===== src/rtl/multdiv_sequencer.sv =====
// rtl/multdiv_sequencer.sv - control sequencer for the shared multiply/divide datapath
//
// Runs radix-4 Booth multiplication (MULT_ITERS steps) or restoring division
// (DIV_ITERS steps plus a sign fix-up) and ends with a one-cycle ready pulse.
// A start seen while busy aborts the current operation and reloads.
// Optional feature macro: MULTDIV_OVF_EN (report multiply overflow as an exception).
//
// Ports:
//   clock, reset            rising-edge clock, asynchronous active-high reset
//   ctrl_MULT, ctrl_DIV     start requests (multiply has priority)
//   booth_bits              product[1:0] plus appended bit, Booth window
//   rem_neg                 trial remainder sign after the current subtract
//   divisor_zero, sign_diff operand status, valid during LOAD
//   prod_ovf                multiply overflow status, valid during DONE
//   load                    latch operands, clear accumulators
//   add, sub, nop           Booth action for this iteration
//   shiftMultiplicand       use 2x multiplicand for add/sub
//   shiftProduct            arithmetic shift product right by 2
//   div_step, div_restore   divide shift/trial-subtract and restore
//   negate                  negate the quotient
//   is_div                  result mux select
//   busy                    operation in progress
//   data_resultRDY          one-cycle completion pulse
//   data_exception          exception flag, valid with data_resultRDY
module multdiv_sequencer #(
   parameter int WIDTH      = 32,
   parameter int MULT_ITERS = WIDTH / 2,
   parameter int DIV_ITERS  = WIDTH
) (
   input  logic       clock,
   input  logic       reset,
   input  logic       ctrl_MULT,
   input  logic       ctrl_DIV,
   input  logic [2:0] booth_bits,
   input  logic       rem_neg,
   input  logic       divisor_zero,
   input  logic       sign_diff,
   input  logic       prod_ovf,
   output logic       load,
   output logic       add,
   output logic       sub,
   output logic       shiftMultiplicand,
   output logic       shiftProduct,
   output logic       nop,
   output logic       div_step,
   output logic       div_restore,
   output logic       negate,
   output logic       is_div,
   output logic       busy,
   output logic       data_resultRDY,
   output logic       data_exception
);

   typedef enum logic [2:0] {S_IDLE, S_LOAD, S_MULT, S_DIV, S_FIX, S_DONE} state_t;

   state_t     state_q, state_d;
   logic [5:0] cnt_q, cnt_d;
   logic       op_div_q, op_div_d;
   logic       neg_q, neg_d;
   logic       exc_q, exc_d;
   logic       load_q, load_d;
   logic       shift_product_q, shift_product_d;
   logic       div_step_q, div_step_d;
   logic       negate_q, negate_d;
   logic       is_div_q, is_div_d;
   logic       busy_q, busy_d;
   logic       rdy_q, rdy_d;
   logic       ovf_exc;

   always_comb begin
      state_d  = state_q;
      cnt_d    = cnt_q;
      op_div_d = op_div_q;
      neg_d    = neg_q;
      exc_d    = exc_q;
      case (state_q)
         S_IDLE: begin
            if (ctrl_MULT || ctrl_DIV) begin
               state_d  = S_LOAD;
               op_div_d = ~ctrl_MULT;
            end
         end
         S_LOAD: begin
            neg_d = sign_diff;
            cnt_d = 6'd0;
            if (op_div_q && divisor_zero) begin
               state_d = S_DONE;
               exc_d   = 1'b1;
            end else begin
               state_d = op_div_q ? S_DIV : S_MULT;
               exc_d   = 1'b0;
            end
         end
         S_MULT: begin
            cnt_d = cnt_q + 6'd1;
            if (cnt_q == 6'(MULT_ITERS - 1)) state_d = S_DONE;
         end
         S_DIV: begin
            cnt_d = cnt_q + 6'd1;
            if (cnt_q == 6'(DIV_ITERS - 1)) state_d = S_FIX;
         end
         S_FIX:   state_d = S_DONE;
         S_DONE:  state_d = S_IDLE;
         default: state_d = S_IDLE;
      endcase
      // A start while busy (including DONE) restarts with the same priority.
      if (state_q != S_IDLE && (ctrl_MULT || ctrl_DIV)) begin
         state_d  = S_LOAD;
         op_div_d = ~ctrl_MULT;
         cnt_d    = 6'd0;
         exc_d    = 1'b0;
      end
      // Moore outputs are registered from the next state.
      load_d          = (state_d == S_LOAD);
      shift_product_d = (state_d == S_MULT);
      div_step_d      = (state_d == S_DIV);
      negate_d        = (state_d == S_FIX) && neg_d;
      busy_d          = (state_d != S_IDLE);
      rdy_d           = (state_d == S_DONE);
      is_div_d        = op_div_d && (state_d != S_IDLE);
   end

   always_ff @(posedge clock or posedge reset) begin
      if (reset) begin
         state_q         <= S_IDLE;
         cnt_q           <= 6'd0;
         op_div_q        <= 1'b0;
         neg_q           <= 1'b0;
         exc_q           <= 1'b0;
         load_q          <= 1'b0;
         shift_product_q <= 1'b0;
         div_step_q      <= 1'b0;
         negate_q        <= 1'b0;
         is_div_q        <= 1'b0;
         busy_q          <= 1'b0;
         rdy_q           <= 1'b0;
      end else begin
         state_q         <= state_d;
         cnt_q           <= cnt_d;
         op_div_q        <= op_div_d;
         neg_q           <= neg_d;
         exc_q           <= exc_d;
         load_q          <= load_d;
         shift_product_q <= shift_product_d;
         div_step_q      <= div_step_d;
         negate_q        <= negate_d;
         is_div_q        <= is_div_d;
         busy_q          <= busy_d;
         rdy_q           <= rdy_d;
      end
   end

   // Booth window decode and restore select follow the datapath inputs within
   // the same cycle, so they are gated by the current state only.
   always_comb begin
      add               = 1'b0;
      sub               = 1'b0;
      shiftMultiplicand = 1'b0;
      nop               = 1'b0;
      if (state_q == S_MULT) begin
         case (booth_bits)
            3'b001, 3'b010: add = 1'b1;
            3'b011: begin
               add               = 1'b1;
               shiftMultiplicand = 1'b1;
            end
            3'b100: begin
               sub               = 1'b1;
               shiftMultiplicand = 1'b1;
            end
            3'b101, 3'b110: sub = 1'b1;
            default:        nop = 1'b1;
         endcase
      end
   end

`ifdef MULTDIV_OVF_EN
   assign ovf_exc = ~op_div_q & prod_ovf;
`else
   logic unused_prod_ovf;
   assign unused_prod_ovf = prod_ovf;
   assign ovf_exc         = 1'b0;
`endif

   assign div_restore    = (state_q == S_DIV) && rem_neg;
   assign load           = load_q;
   assign shiftProduct   = shift_product_q;
   assign div_step       = div_step_q;
   assign negate         = negate_q;
   assign is_div         = is_div_q;
   assign busy           = busy_q;
   assign data_resultRDY = rdy_q;
   // prod_ovf is only valid in DONE, so the flag is formed in that cycle.
   assign data_exception = rdy_q && (exc_q || ovf_exc);

endmodule


===== config.mk =====
export PLATFORM = sky130hd
export DESIGN_NAME = multdiv_sequencer
export DESIGN_NICKNAME = d
export VERILOG_FILES = /design/src/rtl/multdiv_sequencer.sv
export SDC_FILE = /design/constraint.sdc
export NUM_CORES = 1
export LEC_CHECK = 0
export CAP_MARGIN = 0
export CORE_AREA = 3 3 53 55
export CTS_BUF_LIST = sky130_fd_sc_hd__clkbuf_8
export DETAILED_ROUTE_END_ITERATION = 8
export DIE_AREA = 0 0 56 58
export PLACE_DENSITY = 0.7
export SLEW_MARGIN = 10
export SYNTH_ARGS = -nofsm -noshare
export SYNTH_HDL_FRONTEND = slang
export SYNTH_SLANG_ARGS = --single-unit

===== constraint.sdc =====
create_clock -name clock -period 1.7 [get_ports clock]
set_input_delay 0.255 -clock clock [delete_from_list [all_inputs] [get_ports clock]]
set_output_delay 0.255 -clock clock [all_outputs]
set_load 0.01 [all_outputs]

==> flow_summary_export.csv, run 1 <==
group,metric,value,unit
outcome,status,"finished, final reports clean",
sta,final_max_slew_viol_count,0,
grt,grt_overflow,0,
clocking,clockRootBuffer,"clkbuf_8",
clocking,cts_max_level,1,
routing,drtAntennaViolNets,0,
power_and_ir_drop,p_int,0.000718,W
placed_design,dpl.hpwl,1760,µm
clocking,cts.clk_slew.worst_paths,0.07,ns
yosys,ys_ff_latch,19,
yosys,synth_nets,122,
placed_design,place_area,1340,µm²
placed_design,io_buffers,22,
sta,setup_viol,0,
grt,grt_pass1_wl,4030,µm
layout,n_antenna_cell,0,
worst_setup_path,critPathKind,"input pin to output port",
layout,drive_gt1_share,25.3,%
yosys,synthArstFlopShare,100,%
routing,route.vias.total,959,
power_and_ir_drop,pwr-share-seq,50.2,%
die,initial_core_util,42.8,%
power_and_ir_drop,ir_drop,0.000643,V
routing,wire_per_inst,13.6,µm
layout,top_register,"cnt_q",
layout,fillerInstances,231,
worst_hold_path,hold_class,"input pin to async pin",
worst_setup_path,r2r_slack,0.11,ns
sta,hold_slack,0.313,ns
power_and_ir_drop,sw_frac_of_total,25.4,%
die,dieArea,3250,µm²
die,rows,18,
sta,fin_crit_sh,96.3,%
layout,fin_util,57.8,%
sta,rsz0062_at_grt,"no",
run,drv_cap,0,
clocking,cts_hold_buffers,0,
sta,fmax,611,MHz
sta,finalWorstPathRequiredPeriod,1.64,ns
worst_setup_path,crit_path_end_kind,"output port",
layout,largest_reg_flops,6,
clocking,tritoncts,"yes",
die,placeableCoreArea,2430,µm²
grt,grt_use_total,15.4,%
worst_setup_path,path_max_fanout,2,
yosys,dominantRegCellSynth,"dfrtp_1",
yosys,synth_area,1040,µm²
layout,fin_nets,159,
routing,dr.pass1.iters,4,
layout,design_area,1410,µm²
yosys,yosysUniqueCellTypes,42,
worst_setup_path,crit_path_start_kind,"input pin",
clocking,clock-sinks,19,
grt,grt_max_degree,20,
routing,drc,0,
sta,hold_viol_final,0,
routing,drt_iter0_drc,33,
routing,wl,2400,µm
routing,viasPerCell,5.45,
worst_setup_path,cp.arrival,1.38,ns
power_and_ir_drop,finalPower,0.000962,W
clocking,cts_buffers,3,
yosys,ys_seq_area_share,45.7,%
die,die_h,58,µm
worst_setup_path,cp.required,1.44,ns
worst_setup_path,reg2reg_depth,5,
yosys,synth_cells,110,
sta,worst_pin_slew,0.464,ns
worst_setup_path,r2r-start,"state_q[0]",
grt,grt_antenna_before_repair,0,
die,io_pins,24,
yosys,synth-edff-count,0,
grt,first_global_vias,942,
sta,maxSlewHeadroom,68.9,%
yosys,synth-warning-count,0,
power_and_ir_drop,power_frac_clock,32.4,%
die,fp.dieW,56,µm
power_and_ir_drop,switching_power,0.000244,W
layout,reg.largest.list,"cnt_q (6), state_q (3)",
sta,clock_skew,0.00229,ns
sta,timing.setup.tns,0,ns
placed_design,place.gp.congestion,0.721,
power_and_ir_drop,comb_power_share,17.4,%
power_and_ir_drop,power_density,684,nW/µm²
worst_setup_path,rr_endpoint,"is_div",
yosys,post_synth.cell_area_avg,9.46,µm²
clocking,clk_latency,0.26,ns
layout,areaGrowthSynthToFinish,35.0,%
power_and_ir_drop,leakagePower,0.655,nW
clocking,cts_buffer_depth,2,
[power by group through the flow]
stage	combinational (W)	sequential, W	clock, W
floorplan	0.0000842	0.000492	0
detailed placement	0.000163	0.000491	0
global placement	0.000157	0.000489	0
finish	0.000167	0.000483	0.000312
global route	0.000184	0.000485	0.000342
CTS	0.000162	0.000483	0.000323
[through the flow]
stage               setup WS, ns  instances
floorplan                  0.233        110
global placement          -0.425        169
detailed placement        -0.506        169
CTS                       0.0170        173
global route             0.00455        176
finish                    0.0629        176
[cells by family after synthesis]
group	synth area share, %
mux	4.21
flops	45.7
compound gates	15.4
fa+ha+maj	1.20
buf+inv	6.97
xor+xnor	0.841
simple gates	25.7
[per-layer routing]
layer | vias to the layer above | GRT usage [%] | wire length [µm]
li1 | 464 | - | -
met1 | 470 | 19.9 | 1020
met2 | 23 | 26.5 | 1250
met3 | 2 | 3.12 | 114
met4 | 0 | 4.07 | 19
met5 | - | 0 | 0
[final cells by class]
| class | instances | area, µm² | area share (%) |
|---|---|---|---|
| clock buffer | 3 | 41.3 | 2.94 |
| timing repair buffer | 37 | 314 | 22.4 |
| inverter | 6 | 22.5 | 1.60 |
| multi-input combinational | 80 | 508 | 36.2 |
| tap | 30 | 37.5 | 2.67 |
| clock inverter | 1 | 5.00 | 0.356 |
| sequential | 19 | 477 | 33.9 |
[cells in the mapped netlist, drive strengths merged (2+ instances only)]
| cell type | n | share of area (%) |
|---|---|---|
| dfrtp | 19 | 46 |
| nand3b | 2 | 1.4 |
| nand3 | 5 | 2.4 |
| nor3 | 5 | 2.9 |
| inv | 6 | 2.2 |
| buf | 3 | 2.6 |
| a22oi | 2 | 1.4 |
| nand2b | 2 | 1.2 |
| a21oi | 5 | 2.4 |
| nor2 | 15 | 5.6 |
| nand2 | 12 | 4.3 |
| mux2 | 3 | 3.2 |
| nand4b | 2 | 2.3 |
| and2 | 3 | 1.8 |
| o21ai | 7 | 3.4 |
[critical path, cell delays in order]
cell	delay, ns
clkdlybuf4s50_1	0.42
or3_4	0.37
a211oi_2	0.18
buf_2	0.16
[worst max path at each step]
stage / startpoint / end / slack (ns) / cells after the start
after global routing: booth_bits[0] / sub / 0.005 / 6
after detailed placement: booth_bits[1] / nop / -0.51 / 4
after CTS: booth_bits[0] / nop / 0.02 / 4
after floorplan: cnt_q[0] / is_div / 0.23 / 5
after global placement: booth_bits[1] / nop / -0.42 / 4
final: booth_bits[0] / nop / 0.06 / 4
[placed cells by master (no fill, tap or decap), types with 3 or more instances in the layout]
cell type         n
o21ai_1           3
clkdlybuf4s50_1  16
dlygate4sd2_1     3
nor3_1            4
nor2_1           14
o21ai_0           4
nand2_1          12
a21oi_1           5
buf_4            15
inv_1             5
nand3_1           5
dfrtp_1          18
clkbuf_8          3
[what timing repair did]
action,in CTS,in global routing
pin swaps,0,2
gates resized for setup,14,6
buffers inserted,0,3
endpoints found under the setup margin,5,4
cloned,0,0
Power figures use the tool's default switching activity.
==> run 2: changes to the inputs <==
--- a/config.mk
+++ b/config.mk
@@ -10,7 +10,7 @@
 export CTS_BUF_LIST = sky130_fd_sc_hd__clkbuf_8
 export DETAILED_ROUTE_END_ITERATION = 8
 export DIE_AREA = 0 0 56 58
-export PLACE_DENSITY = 0.7
+export PLACE_DENSITY = 0.67
 export SLEW_MARGIN = 10
 export SYNTH_ARGS = -nofsm -noshare
 export SYNTH_HDL_FRONTEND = slang
==> run 2 against run 1 <==
  * Combinational power is 2% lower
  * Clock skew grew 0.0038 ns
  * Die area stayed put
  * Wire length rose by 0.58%
  * Sequential share of layout area is essentially flat
  * First-iteration DRC count shrank 42%
  * Sequential power hardly changed
  * Clock power decreased by 2%
  * Maximum frequency is essentially flat
  * Final area hardly changed
  * Largest power group unchanged
  * Cell count is 0.57% lower
  * Hold slack improved by 0.00060 ns
==> flow_summary_export.csv, run 2 (synthesis results as in run 1) <==
group,metric,value,unit
routing,drc,0,
layout,layout_commonest_cell,"dfrtp_1",
die,io_pins,24,
die,rows,18,
outcome,status,"finished, final reports clean",
clocking,clk_latency,0.26,ns
placed_design,io_buffers,22,
grt,grt_max_degree,20,
placed_design,place_area,1330,µm²
clocking,cts_buffer_depth,2,
layout,areaGrowthSynthToFinish,34.9,%
sta,finalWorstPathRequiredPeriod,1.64,ns
sta,fmax,610,MHz
worst_setup_path,cp.arrival,1.38,ns
grt,grt_overflow,0,
layout,n_antenna_cell,0,
routing,wl,2410,µm
grt,grt_use_total,15.5,%
sta,worst_pin_slew,0.364,ns
clocking,clockRootBuffer,"clkbuf_8",
sta,setup_viol,0,
routing,route.vias.total,938,
routing,drtAntennaViolNets,0,
clocking,cts.clk_slew.worst_paths,0.07,ns
grt,grt_pass1_wl,3980,µm
placed_design,dpl.hpwl,1740,µm
sta,fin_crit_sh,96.4,%
worst_setup_path,crit_path_end_kind,"output port",
clocking,cts_max_level,1,
grt,grt_antenna_before_repair,0,
worst_hold_path,hold_class,"input pin to async pin",
routing,drt_iter0_drc,19,
grt,first_global_vias,872,
layout,fin_nets,158,
power_and_ir_drop,power_density,676,nW/µm²
sta,hold_viol_final,0,
placed_design,place.gp.congestion,0.793,
power_and_ir_drop,finalPower,0.000949,W
clocking,clock-sinks,19,
placed_design,dp_cells,168,
sta,maxSlewHeadroom,75.6,%
routing,wire_per_inst,13.8,µm
clocking,cts_hold_buffers,0,
run,drv_cap,0,
die,dieArea,3250,µm²
layout,design_area,1400,µm²
clocking,cts_buffers,3,
sta,rsz0062_at_grt,"yes",
sta,setup_ws,0.0615,ns
sta,hold_slack,0.314,ns
layout,largest_reg_flops,6,
die,initial_core_util,42.8,%
die,fp.dieW,56,µm
die,placeableCoreArea,2430,µm²
layout,fillerInstances,223,
layout,mostFrequentLayoutCells,"dfrtp_1 (18), clkdlybuf4s50_1 (15), nor2_1 (14), buf_4 (14), nand2_1 (12)",
layout,ff_latch_area,477,µm²
layout,reg.largest.list,"cnt_q (6), state_q (3)",
placed_design,dp_slack,-0.472,ns
worst_setup_path,crit_path_start_kind,"input pin",
layout,top_register,"cnt_q",
die,die_h,58,µm
power_and_ir_drop,ir_drop,0.000631,V
layout,stdcell_count,175,
sta,clock_skew,0.00608,ns
worst_setup_path,critPathKind,"input pin to output port",
layout,multi_input_area,508,µm²
routing,dr.pass1.iters,4,
layout,drive_gt1_share,22.8,%
routing,viasPerCell,5.36,
worst_setup_path,cp.required,1.44,ns
worst_setup_path,path_max_fanout,5,
power_and_ir_drop,leakagePower,0.655,nW
clocking,tritoncts,"yes",
sta,final_max_slew_viol_count,0,
## run 2: cell count changes in the layout (fill, tap and decap cells not counted), sizes merged
| cell | change |
|---|---|
| buf | -2 |
| clkbuf | -1 |
| clkdlybuf4s15 | +1 |
| clkdlybuf4s50 | -1 |
| clkinv | -1 |
| dlygate4sd2 | +2 |
| inv | +1 |
## run 2: critical path, cell delays in order
cell,delay (ns)
clkdlybuf4s50_1,0.43
buf_4,0.16
nor2_1,0.10
a21oi_1,0.04
nor3_1,0.13
clkdlybuf4s15_1,0.26
## run 2: path summary, 6_finish.rpt
check                               from                end  slack [ns]  cells after the start
min in group clock                 neg_q              neg_q        0.48                      1
min                                reset               load        0.31                      3
min reg2reg                        neg_q              neg_q        0.48                      1
max in group asynchronous          reset         state_q[0]        1.16                      3
max                        booth_bits[2]  shiftMultiplicand        0.06                      6
max reg2reg                     cnt_q[1]             is_div        0.09                      5
## run 2: final cells by class
class                      instances  area share [%]
sequential                        19            34.0
tap                               30            2.67
clock inverter                     1           0.267
multi-input combinational         80            36.2
inverter                           6            1.60
clock buffer                       3            2.94
timing repair buffer              36            22.4
## run 2: timing repair
action / in CTS / in global routing
cloned: 0 / 0
setup buffers: 0 / 3
gates resized for setup: 10 / 6
endpoints found under the setup margin: 5 / 7
pin swaps: 0 / 0
hold endpoints to repair: 0 / 0
## run 2: power by group
| part | leakage (nW) | switching (W) | total [W] | internal, W |
|---|---|---|---|---|
| Clock | 0.0269 | 0.000145 | 0.000305 | 0.000161 |
| Sequential | 0.246 | 0.0000104 | 0.000481 | 0.000470 |
| Combinational | 0.382 | 0.0000844 | 0.000163 | 0.0000785 |
| Total | 0.655 | 0.000239 | 0.000949 | 0.000709 |
## run 2: metal layers
metal	vias up	wire, µm	global-route usage, %	part of all wire [%]
met5	-	0	0	0
met3	4	101	4.68	4.2
met1	456	1100	20.0	46
met2	19	1180	25.2	49
li1	459	-	-	-
met4	0	27	5.08	1.1
## run 2: stage by stage
| stage | setup TNS [ns] | utilization [%] |
|---|---|---|
| final | 0 | 57.7 |
| after global routing | -0.0913 | 57.7 |
| after CTS | 0 | 56.1 |
| after detailed placement | -1.09 | 54.7 |
| after global placement | -0.958 | 54.7 |
| after floorplan | 0 | - |
